===== src/rtl/zld_xc.sv =====
// Zero run-length decoder: literals pass through, run tokens expand into L zero tokens.
// Registered output slot with valid/backpressure on both sides.
module zld_xc #(
    parameter int unsigned Wi = 3,
    parameter int unsigned Wo = 2
) (
    input  logic          clock,
    input  logic          reset,
    input  logic [Wi-1:0] i_d,
    input  logic          i_v,
    output logic          i_b,
    output logic [Wo-1:0] o_d,
    output logic          o_v,
    input  logic          o_b
);

    localparam int unsigned CW = Wi - 1;

    typedef enum logic {
        PASS = 1'b0,
        RUN  = 1'b1
    } state_t;

    state_t        state;
    logic [CW-1:0] cnt;
    logic          slot_free;
    logic          in_xfer;
    logic          is_run;
    logic [CW-1:0] payload;

    assign slot_free = !o_v || !o_b;
    assign i_b       = (state == RUN) ? 1'b1 : (o_v & o_b);
    assign in_xfer   = i_v && !i_b;
    assign is_run    = i_d[Wi-1];
    assign payload   = i_d[Wi-2:0];

    // In PASS an accepted token always lands in a free slot, since i_b covers the stalled case.
    always_ff @(posedge clock or posedge reset) begin
        if (reset) begin
            state <= PASS;
            cnt   <= '0;
            o_d   <= '0;
            o_v   <= 1'b0;
        end else begin
            case (state)
                PASS: begin
                    if (in_xfer) begin
                        o_v <= 1'b1;
                        if (is_run) begin
                            o_d <= '0;
                            cnt <= payload;
                            if (payload != '0) begin
                                state <= RUN;
                            end
                        end else begin
                            o_d <= i_d[Wo-1:0];
                        end
                    end else if (slot_free) begin
                        o_v <= 1'b0;
                    end
                end
                RUN: begin
                    if (slot_free) begin
                        o_d <= '0;
                        o_v <= 1'b1;
                        cnt <= cnt - CW'(1);
                        if (cnt == CW'(1)) begin
                            state <= PASS;
                        end
                    end
                end
                default: state <= PASS;
            endcase
        end
    end

endmodule

===== config.mk =====
export PLATFORM = sky130hd
export DESIGN_NAME = zld_xc
export DESIGN_NICKNAME = d
export VERILOG_FILES = /design/src/rtl/zld_xc.sv
export SDC_FILE = /design/constraint.sdc
export NUM_CORES = 1
export LEC_CHECK = 0
export ABC_AREA = 1
export CAP_MARGIN = 20
export CORE_AREA = 8 8 45 47
export DETAILED_ROUTE_END_ITERATION = 10
export DIE_AREA = 0 0 53 55
export PLACE_DENSITY = 0.53
export SYNTH_ARGS = -nofsm -noshare
export SYNTH_HDL_FRONTEND = slang
export SYNTH_SLANG_ARGS = --single-unit

===== constraint.sdc =====
create_clock -name clock -period 1.01 [get_ports clock]
set_clock_uncertainty 0.05 [all_clocks]
set_input_delay 0.202 -clock clock [delete_from_list [all_inputs] [get_ports clock]]
set_output_delay 0.202 -clock clock [all_outputs]
set_load 0.05 [all_outputs]

==> out/qor.yml <==
synth_flop_cell: "dfrtp_1"
dieArea_sq_mm: 0.00292
gp_congestion: 0.787
r2r-end: "cnt[0]"
multiInputGateArea_sq_um: 175
ys_async_sr_fraction: 1.00
synth_area_leaders: "dfrtp_1 (48%), nand2_1 (24%), nand3_1 (6.3%), inv_1 (6.0%), ha_1 (4.0%)"
syn_area_per_cell_sq_um: 7.17
via_per_inst: 4.13
violations: "setup timing"
clk_pin_slew_ns: 0.05
ir_drop_uv: 1360
worst_setup_path_end_kind: "output port"
rsz0062_at_grt: "true"
grt_max_degree: 7
fmax_mhz: 834
overflow: 0
wl_per_cell_um: 9.47
syn_area_sq_um: 315
drc: 0
io_buffer_count: 10
insertion_delay_ns: 0.24
p_leak_uw: 0.000324
fin_area_sq_um: 627
stdcell_count: 85
antennaDiodeCount: 0
final-seq-area_sq_um: 151
cts.sinks: 6
arrival_ns: 0.95
finalNetCount: 78
path_class: "reg -> out"
drive_gt1_frac: 0.362
p_per_area_mw_per_mm2: 2910
worst_slack_ns: -0.190
tightest_slew_ns: 0.222
period_needed_ns: 1.20
synth_top_area_share: 0.476
ctsHtreeMaxLevel: 1
fillers: 138
synth_top_area_cell: "dfrtp_1"
synth_common_cells: "nand2_1 (20), dfrtp_1 (6), inv_1 (5), nand3_1 (4)"
final.setup.tns_ns: -0.951
grt_use_total: 0.0598
startpoint_type: "register"
switching_share: 0.403
status: "complete, but fails checks"
clockRootBuffer: "clkbuf_4"
hold_ws_ns: 0.113
p_comb_frac: 0.639
synth_edf_count: 0
crit-reg2reg-launch: "o_v"
syn2layout_area_growth_pct: 98.8
reg2reg_slack_ns: -0.15
rows: 14
finalHoldViolations: 0
die_h_um: 55
wirelength_um: 805
coreArea_sq_mm: 0.00138
cts_buffer_depth: 2
grt_antenna_before_repair: 0
dp.cells: 74
maxSlewViolCount: 0
first_global_vias: 348
internal-power_uw: 1090
vias: 351
place.detailed.hpwl_um: 609
ant_nets: 0
reg2reg_depth: 7
max_slew_margin: 0.852
setup_viol: 9
drtIter0Drc: 6
synth_nets: 52
p_clk_frac: 0.129
synth_cells: 44
die_w_um: 53
max-cap-violations: 0
pin_count: 11
synth_most_common_cell: "nand2_1"
synthDistinctLibCells: 10
worstPathRequired_ns: 0.76
grt_pass1_wl_mm: 1.29
placed_area_sq_um: 532
cts_tree: "yes"
synth.yosys.seq_area_share: 0.476
switching_power_uw: 734
synth_seq_cells: 6
hold_buffers: 0
finalCritPeriodShare: 1.19
numCtsBuffers: 3
yosys_warnings: 0
crit_path_max_fanout: 2
start_util: 0.228
hp-class: "in -> async"
dr.pass1.iters: 4
finalPower_uw: 1820
p_seq_frac: 0.232
flip-flops by register name, indices dropped and copies added (netlist names):
signal  count
cnt         2
o_d         2
o_v         1
state       1
per-layer routing:
metal  vias up  part of all wire  track usage
met1       158              0.43       0.0583
met3         0             0.043       0.0267
met4         0                 0       0.0259
li1        184                 -            -
met2         9              0.52        0.107
met5         -                 0            0
power by group through the flow:
stage | registers, uW | clock network [uW] | logic [uW]
6_report | 423 | 236 | 1160
5_1_grt | 435 | 262 | 1260
4_1_cts | 423 | 245 | 1080
3_5_place_dp | 424 | 0 | 961
3_3_place_gp | 422 | 0 | 957
2_1_floorplan | 539 | 0 | 400
worst max path at each step:
stage                     start  endpoint  slack (ns)  cells past startpoint
final                       o_v       i_b       -0.19                      3
after global routing        o_v       i_b       -0.23                      3
after CTS                   o_v       i_b       -0.20                      3
after detailed placement    o_b       i_b       -0.26                      4
after global placement      o_b       i_b       -0.27                      4
after floorplan             o_v     state       -0.06                      5
cells by family (layout without fill, tap and decap cells):
| group | after synthesis | count (layout) | synth area share |
|---|---|---|---|
| simple gates | 28 | 28 | 0.365 |
| fa+ha+maj | 1 | 1 | 0.0397 |
| flops | 6 | 6 | 0.476 |
| buf+inv | 6 | 31 | 0.0714 |
| compound gates | 3 | 3 | 0.0476 |
cell type report:
| cell class | instances | area share |
|---|---|---|
| Timing Repair Buffer | 21 | 0.365 |
| Multi-Input combinational cell | 32 | 0.279 |
| Sequential cell | 6 | 0.242 |
| Clock buffer | 4 | 0.0419 |
| Inverter | 6 | 0.0399 |
| Tap cell | 16 | 0.0319 |
stage by stage:
step / setup WS (ns) / utilization
3_3_place_gp: -0.269 / 0.384
6_report: -0.190 / 0.453
2_1_floorplan: -0.0621 / -
4_1_cts: -0.200 / 0.426
5_1_grt: -0.229 / 0.453
3_5_place_dp: -0.263 / 0.384
what timing repair did:
item,CTS,global route
gates resized for setup,2,4
endpoints found under the setup margin,6,9
setup buffers,4,3
gates cloned,0,0
pin swaps,2,4
layout by cell type (no fill, tap or decap):
master / netlist / routed
buf_12: 0 / 4
buf_4: 0 / 9
buf_6: 0 / 2
clkbuf_1: 0 / 1
clkbuf_4: 0 / 3
clkdlybuf4s50_1: 0 / 5
dfrtp_1: 6 / 5
dfrtp_2: 0 / 1
dlygate4sd2_1: 0 / 1
ha_1: 1 / 1
inv_1: 5 / 4
inv_2: 1 / 1
inv_4: 0 / 1
nand2_1: 20 / 19
nand2_2: 2 / 1
nand2_4: 0 / 1
nand2_8: 0 / 1
nand3_1: 4 / 4
nor2_1: 2 / 2
o21ai_0: 2 / 1
o21ai_1: 1 / 1
o21ai_4: 0 / 1
worst max-delay path, cell delays in order (launching register included):
cell and delay [ns]:
dfrtp_2 0.41, nand2_4 0.09, nand2_8 0.05, buf_12 0.14
Power figures use the tool's default switching activity.
